`config.mk`:
```
export PLATFORM = sky130hd
export DESIGN_NAME = load_inst_dispatch
export DESIGN_NICKNAME = d
export VERILOG_FILES = /design/src/rtl/gnn_load_pkg.sv /design/src/rtl/load_inst_fifo.sv /design/src/rtl/load_inst_dispatch.sv
export SDC_FILE = /design/constraint.sdc
export NUM_CORES = 2
export LEC_CHECK = 0
export CORE_ASPECT_RATIO = 0.9
export CORE_MARGIN = 2
export CORE_UTILIZATION = 45
export DETAILED_ROUTE_END_ITERATION = 8
export HOLD_SLACK_MARGIN = 0.08
export PLACE_DENSITY = 0.74
export SLEW_MARGIN = 40
export SYNTH_ARGS = -nofsm -noshare
export SYNTH_HDL_FRONTEND = slang
export SYNTH_SLANG_ARGS = --single-unit
```
`constraint.sdc`:
```
create_clock -name kernel_clk -period 54 [get_ports kernel_clk]
set_input_delay 10.8 -clock kernel_clk [delete_from_list [all_inputs] [get_ports kernel_clk]]
set_output_delay 10.8 -clock kernel_clk [all_outputs]
set_load 0.005 [all_outputs]
```
`src/rtl/gnn_load_pkg.sv`:
```
// gnn_load_pkg
// Shared definitions for the load-instruction dispatch slice:
//   - bit positions of the fields inside a 128-bit load instruction
//   - the five buffer-group codes a load instruction may target
//   - the dispatcher state encoding
//   - is_legal_load_inst(): screens instructions that would hang the load stage
package gnn_load_pkg;

    localparam int INST_W        = 128;

    localparam int GROUP_LSB     = 0;
    localparam int GROUP_W       = 6;
    localparam int BUF_START_LSB = 32;
    localparam int BUF_LEN_LSB   = 48;
    localparam int BUF_ROWS_W    = 11;
    localparam int DRAM_ADDR_LSB = 64;
    localparam int DRAM_LEN_LSB  = 80;

    localparam logic [GROUP_W-1:0] GRP_BUF0  = 6'h01;
    localparam logic [GROUP_W-1:0] GRP_BUF1A = 6'h02;
    localparam logic [GROUP_W-1:0] GRP_BUF1B = 6'h04;
    localparam logic [GROUP_W-1:0] GRP_BUF2A = 6'h08;
    localparam logic [GROUP_W-1:0] GRP_BUF2B = 6'h10;

    typedef enum logic [1:0] {
        IDLE,
        ISSUE,
        WAIT
    } dispatch_state_t;

    // A load is only safe to issue when it names one of the known buffer
    // groups and moves at least one row; a zero row count makes the load
    // stage's row counter wrap to 2047 and it never signals done.
    function automatic logic is_legal_load_inst(
        input logic [GROUP_W-1:0]    grp,
        input logic [BUF_ROWS_W-1:0] rows
    );
        logic grp_ok;
        grp_ok = (grp == GRP_BUF0)  || (grp == GRP_BUF1A) || (grp == GRP_BUF1B) ||
                 (grp == GRP_BUF2A) || (grp == GRP_BUF2B);
        return grp_ok && (rows != '0);
    endfunction

endpackage

```
`src/rtl/load_inst_fifo.sv`:
```
// load_inst_fifo
// Synchronous show-ahead FIFO: the head entry is visible on head_data
// whenever empty is low, and pop simply retires it.
// Ports:
//   kernel_clk, kernel_rst  clock, synchronous active-high reset (flushes)
//   push, push_data         write request / data (ignored while full)
//   pop                     retire head entry (ignored while empty)
//   head_data               current head entry
//   full, empty             occupancy flags
module load_inst_fifo #(
    parameter int WIDTH = 192,
    parameter int DEPTH = 16
) (
    input  logic             kernel_clk,
    input  logic             kernel_rst,
    input  logic             push,
    input  logic [WIDTH-1:0] push_data,
    input  logic             pop,
    output logic [WIDTH-1:0] head_data,
    output logic             full,
    output logic             empty
);

    localparam int AW = $clog2(DEPTH);

    logic [WIDTH-1:0] mem [DEPTH];
    logic [AW-1:0]    wr_ptr;
    logic [AW-1:0]    rd_ptr;
    logic [AW:0]      count;
    logic             do_push;
    logic             do_pop;

    // Full blocks a push even when a pop happens on the same cycle, so the
    // upstream ready never depends on the dispatcher's pop decision.
    assign full      = (count == (AW+1)'(DEPTH));
    assign empty     = (count == '0);
    assign do_push   = push && !full;
    assign do_pop    = pop && !empty;
    assign head_data = mem[rd_ptr];

    // Storage array; contents need no reset because count gates visibility.
    always_ff @(posedge kernel_clk) begin
        if (do_push) begin
            mem[wr_ptr] <= push_data;
        end
    end

    // Pointers wrap naturally because DEPTH is a power of two; count tracks
    // occupancy so a simultaneous push and pop leaves it unchanged.
    always_ff @(posedge kernel_clk) begin
        if (kernel_rst) begin
            wr_ptr <= '0;
            rd_ptr <= '0;
            count  <= '0;
        end else begin
            if (do_push) begin
                wr_ptr <= wr_ptr + AW'(1);
            end
            if (do_pop) begin
                rd_ptr <= rd_ptr + AW'(1);
            end
            case ({do_push, do_pop})
                2'b10:   count <= count + (AW+1)'(1);
                2'b01:   count <= count - (AW+1)'(1);
                default: count <= count;
            endcase
        end
    end

endmodule

```
`src/rtl/load_inst_dispatch.sv`:
```
// load_inst_dispatch
// Queues load instructions from the fetcher, drops ones that would hang the
// load stage, issues the rest one at a time over ap_start/ap_done, and
// reports each completion with its buffer group.
// Ports:
//   kernel_clk, kernel_rst                    clock, synchronous active-high reset
//   inst_valid, inst_ready, inst_data         instruction intake (ready = !full)
//   addr_offset                               DRAM base captured with each instruction
//   load_ap_start, load_ap_done               load-stage handshake
//   load_ctrl_instruction/addr_offset         values presented to the load stage
//   done_valid, done_group                    completion report
//   err_pulse                                 an instruction was dropped
//   busy                                      queue non-empty or a load in progress
//   done_count, drop_count                    wrapping completion / drop counters
module load_inst_dispatch
    import gnn_load_pkg::*;
#(
    parameter int LOAD_INST_BIT_WIDTH = 128,
    parameter int C_M_AXI_ADDR_WIDTH  = 64,
    parameter int FIFO_DEPTH          = 16,
    parameter int CNT_WIDTH           = 16
) (
    input  logic                           kernel_clk,
    input  logic                           kernel_rst,
    input  logic                           inst_valid,
    output logic                           inst_ready,
    input  logic [LOAD_INST_BIT_WIDTH-1:0] inst_data,
    input  logic [C_M_AXI_ADDR_WIDTH-1:0]  addr_offset,
    output logic                           load_ap_start,
    input  logic                           load_ap_done,
    output logic [LOAD_INST_BIT_WIDTH-1:0] load_ctrl_instruction,
    output logic [C_M_AXI_ADDR_WIDTH-1:0]  load_ctrl_addr_offset,
    output logic                           done_valid,
    output logic [GROUP_W-1:0]             done_group,
    output logic                           err_pulse,
    output logic                           busy,
    output logic [CNT_WIDTH-1:0]           done_count,
    output logic [CNT_WIDTH-1:0]           drop_count
);

    localparam int ENTRY_W = C_M_AXI_ADDR_WIDTH + LOAD_INST_BIT_WIDTH;

    logic                           fifo_full;
    logic                           fifo_empty;
    logic                           fifo_pop;
    logic [ENTRY_W-1:0]             fifo_head;
    logic [LOAD_INST_BIT_WIDTH-1:0] head_inst;
    logic [C_M_AXI_ADDR_WIDTH-1:0]  head_addr;
    logic                           head_legal;
    dispatch_state_t                state;

    load_inst_fifo #(
        .WIDTH (ENTRY_W),
        .DEPTH (FIFO_DEPTH)
    ) u_fifo (
        .kernel_clk (kernel_clk),
        .kernel_rst (kernel_rst),
        .push       (inst_valid),
        .push_data  ({addr_offset, inst_data}),
        .pop        (fifo_pop),
        .head_data  (fifo_head),
        .full       (fifo_full),
        .empty      (fifo_empty)
    );

    assign head_inst  = fifo_head[LOAD_INST_BIT_WIDTH-1:0];
    assign head_addr  = fifo_head[ENTRY_W-1:LOAD_INST_BIT_WIDTH];
    assign head_legal = is_legal_load_inst(head_inst[GROUP_LSB +: GROUP_W],
                                           head_inst[BUF_LEN_LSB +: BUF_ROWS_W]);

    // Every head seen in IDLE is consumed: legal ones are issued, illegal
    // ones are discarded, so one bad instruction cannot block the queue.
    assign fifo_pop   = (state == IDLE) && !fifo_empty;
    assign inst_ready = !fifo_full;
    assign busy       = !fifo_empty || (state != IDLE);

    // Dispatch FSM with registered handshake/report outputs. The control
    // registers load only on a legal pop, so they stay stable for the whole
    // ISSUE/WAIT window. load_ap_done is only honoured in WAIT, which masks
    // the done level the load stage may show right after reset.
    always_ff @(posedge kernel_clk) begin
        if (kernel_rst) begin
            state                 <= IDLE;
            load_ap_start         <= 1'b0;
            load_ctrl_instruction <= '0;
            load_ctrl_addr_offset <= '0;
            done_valid            <= 1'b0;
            done_group            <= '0;
            err_pulse             <= 1'b0;
            done_count            <= '0;
            drop_count            <= '0;
        end else begin
            load_ap_start <= 1'b0;
            done_valid    <= 1'b0;
            err_pulse     <= 1'b0;
            case (state)
                IDLE: begin
                    if (!fifo_empty) begin
                        if (head_legal) begin
                            load_ctrl_instruction <= head_inst;
                            load_ctrl_addr_offset <= head_addr;
                            load_ap_start         <= 1'b1;
                            state                 <= ISSUE;
                        end else begin
                            err_pulse  <= 1'b1;
                            drop_count <= drop_count + CNT_WIDTH'(1);
                        end
                    end
                end
                ISSUE: begin
                    state <= WAIT;
                end
                WAIT: begin
                    if (load_ap_done) begin
                        done_valid <= 1'b1;
                        done_group <= load_ctrl_instruction[GROUP_LSB +: GROUP_W];
                        done_count <= done_count + CNT_WIDTH'(1);
                        state      <= IDLE;
                    end
                end
                default: begin
                    state <= IDLE;
                end
            endcase
        end
    end

endmodule

```
==> metrics <==
die area 282000 sq um; RSZ-0062 raised after global routing no; Syn Area/Cell 22.7 sq um; routed len/inst 30.0 um; sequential share of power ~44%; Max FO, Critical Path between 60 and 70; Buf/Inv on CP 4; Net Switching 1.83 mW; IO Pins ~430; fin crit period roughly 14 ns; Setup violations, final 0; Clock Tree Buf Depth 4; yosys warns 0; row count 183; biggest cell delay along the critical path 0.77 ns; placed inst area 134000 sq um; Starting Density a little under half; worst slew pin tran 0.906 ns; CP required 54.46 ns; final slew viol count 0; die height about 500 um; WL final about 300000 um; WL met3 27900 um; initial antenna violation count slightly above 80; setup TNS 0 ns; Post-CTS Hold Buffers 0; clock root buffer clkbuf_16; Hold Crit Class register to register; WL met2 about 140000 um; clock skew 0.0921 ns; Post-synth ARST share 0%; die extent in x ~560 um; hold_ws 0.464 ns; post-CTS setup buffers 0; Initial DRC Count 7504; CTS Sinks 3324; Clock transition at path regs 0.06 ns; number of vias per cell 6.06; most common library cell in the layout ignoring fill and taps edfxtp_1; GRT Util Overall 21.1%; Max Cap Viol 0; Layout Nets 6250; Pwr Total 6.65 mW; most frequent cells in the layout edfxtp_1 (3072), mux4_2 (935), clkdlybuf4s50_1 (429); maximum vdd drop 47.2 uV; clock latency on the worst-skew pair 0.90 ns; Fillers 20600; status finished clean; largest net degree at the start of global routing 141; Crit Path Category input port to register; Final Hold Vio Count 0; Leakage about 44 nW; sequential fraction of the synthesis area 77.9%; total power divided by cell area 45.9 nW/um^2; Sw Ratio 27.5%; CP endpoint kind register; FF+latch count, synth 3324; post-synthesis net count 5706; met1 wire length 120000 um; CP max-delay cell buf_4; Placer Congestion 0.788; clock power share 33.5%; Detailed Place HPWL 163000 um; vias in the first global route 61815; relative slew slack 39.6%; DRT Pass-1 Iters 6; Synth-to-Final Area Change 16.0%; Num CTS Buffers between 300 and 400; H-Tree Depth 5; Top Metal Used met5; global-route wire length before repair 438000 um; Final Cycle Share approximately 26%; most common flop cell mapped by yosys edfxtp_1; crit-path cells clkdlybuf4s50_1, and2_1, nand2_1, nor2_4, buf_12, buf_16, buf_4; fmax 72.1 MHz; startpoint type of the worst setup path input port; Post-synth EDFFs about 3000; crit path DAT 14.33 ns; Syn Std Cell Area about 120000 sq um; total core area 276000 sq um; DRC violations left 0; PortBufs 430; Int Power 4.83 mW; final instance area approximately 140000 sq um; CTS tree done; combinational share of power 22.2%; family with the most delay on the worst path buffers and inverters; CTS resizes 0; share of cells above drive strength 1 24.5%; Hold Startpoint done_group[0]$_SDFFE_PP0P_; Vias 60748; Cells after Synth 5498; Final ANT Viol Nets 0; worst setup path start inst_valid; Yosys cell types between 40 and 50; global route overflow 0
cell type report:
cell class	instances	area, sq um	area share, %
Antenna cell	23	57.6	0.0397
Multi-Input combinational cell	1823	26200	18.1
Tap cell	3700	4630	3.20
Sequential cell	3324	97300	67.2
Inverter	11	48.8	0.0337
Clock buffer	417	8820	6.09
Clock inverter	180	1680	1.16
Timing Repair Buffer	549	6110	4.22
registers in the layout, indices dropped and copies added (netlist names), named ones only:
name and count:
u_fifo.mem 3072, done_valid 1, load_ap_start 1, u_fifo.rd_ptr 4, u_fifo.count 5, drop_count 16
load_ctrl_instruction 128, state 2, load_ctrl_addr_offset 64, err_pulse 1, done_count 16, u_fifo.wr_ptr 4
done_group 6
final timing paths:
| check | cells after the start | end | slack, ns |
|---|---|---|---|
| max | 7 | u_fifo.mem[6][45]$_DFFE_PP_ | 40.13 |
| min | 2 | done_group[0]$_SDFFE_PP0P_ | 0.46 |
| max reg2reg | 15 | load_ctrl_addr_offset[11]$_SDFFE_PP0P_ | 46.31 |
| min reg2reg | 2 | done_group[0]$_SDFFE_PP0P_ | 0.46 |
cells by family (layout without fill, tap and decap cells):
kind of cell    Yosys count  count (layout)  synth area share, %
xor+xnor                 25              25                0.175
other cells               0              23                    0
flops                  3324            3324                 77.9
compound gates          456             456                 1.92
buf+inv                 351            1157                 1.20
simple gates            365             365                 1.43
fa+ha+maj                12              12                0.126
mux                     965             965                 17.2
per-stage QoR:
step,instances,utilization [%],setup slack (ns)
detailed placement,9399,48.6,38.90
floorplan,5498,-,28.74
finish,10027,52.5,40.13
global route,10017,52.5,40.02
CTS,9996,52.4,39.80
global placement,9379,48.3,38.98
cell usage after synthesis, types with 6 or more instances:
cell      count  area share, %
edfxtp_1   3072             74
mux4_2      935             17
dfxtp_1     252            4.0
a21oi_1     219           0.88
nand3_1     200           0.80
o21ai_0     196           0.79
clkbuf_1    192           0.58
buf_2        94           0.38
nor2_1       59           0.18
buf_1        48           0.14
nand2_1      43           0.13
xor2_1       21           0.15
mux2i_1      19           0.15
and3_1       12          0.060
ha_1         11           0.11
inv_1        10          0.030
mux4_1       10           0.21
a22oi_1       9          0.054
nand4_1       9          0.045
o31ai_1       8          0.048
or4_1         8          0.048
nor2b_1       6          0.030
nor3_1        6          0.024
or3_1         6          0.030
power by group through the flow:
stage | sequential, mW | combinational (mW) | clock (mW)
CTS | 2.94 | 1.50 | 2.27
global placement | 3.00 | 1.44 | 0
finish | 2.94 | 1.48 | 2.23
global route | 2.95 | 1.57 | 2.36
floorplan | 3.01 | 0.981 | 0
detailed placement | 3.00 | 1.48 | 0
metal layers:
| layer | vias up | GRT usage (%) |
|---|---|---|
| li1 | 24416 | - |
| met1 | 32486 | 29.5 |
| met2 | 3220 | 33.4 |
| met3 | 550 | 4.93 |
| met4 | 76 | 6.06 |
| met5 | - | 0 |
worst register-to-register path, stage by stage (launching register included):
cell and delay (ns):
dfxtp_4 0.68, buf_12 0.35, buf_16 0.43, buf_12 0.61
buf_16 0.43, mux4_1 0.83, a22o_1 0.25, a221oi_1 0.41
o21ai_0 0.18, a21oi_1 0.29, o211a_4 0.62, buf_4 0.47
buf_4 0.52, buf_4 0.77, nand3_1 0.53, a21oi_1 0.25
Power figures use the tool's default switching activity.
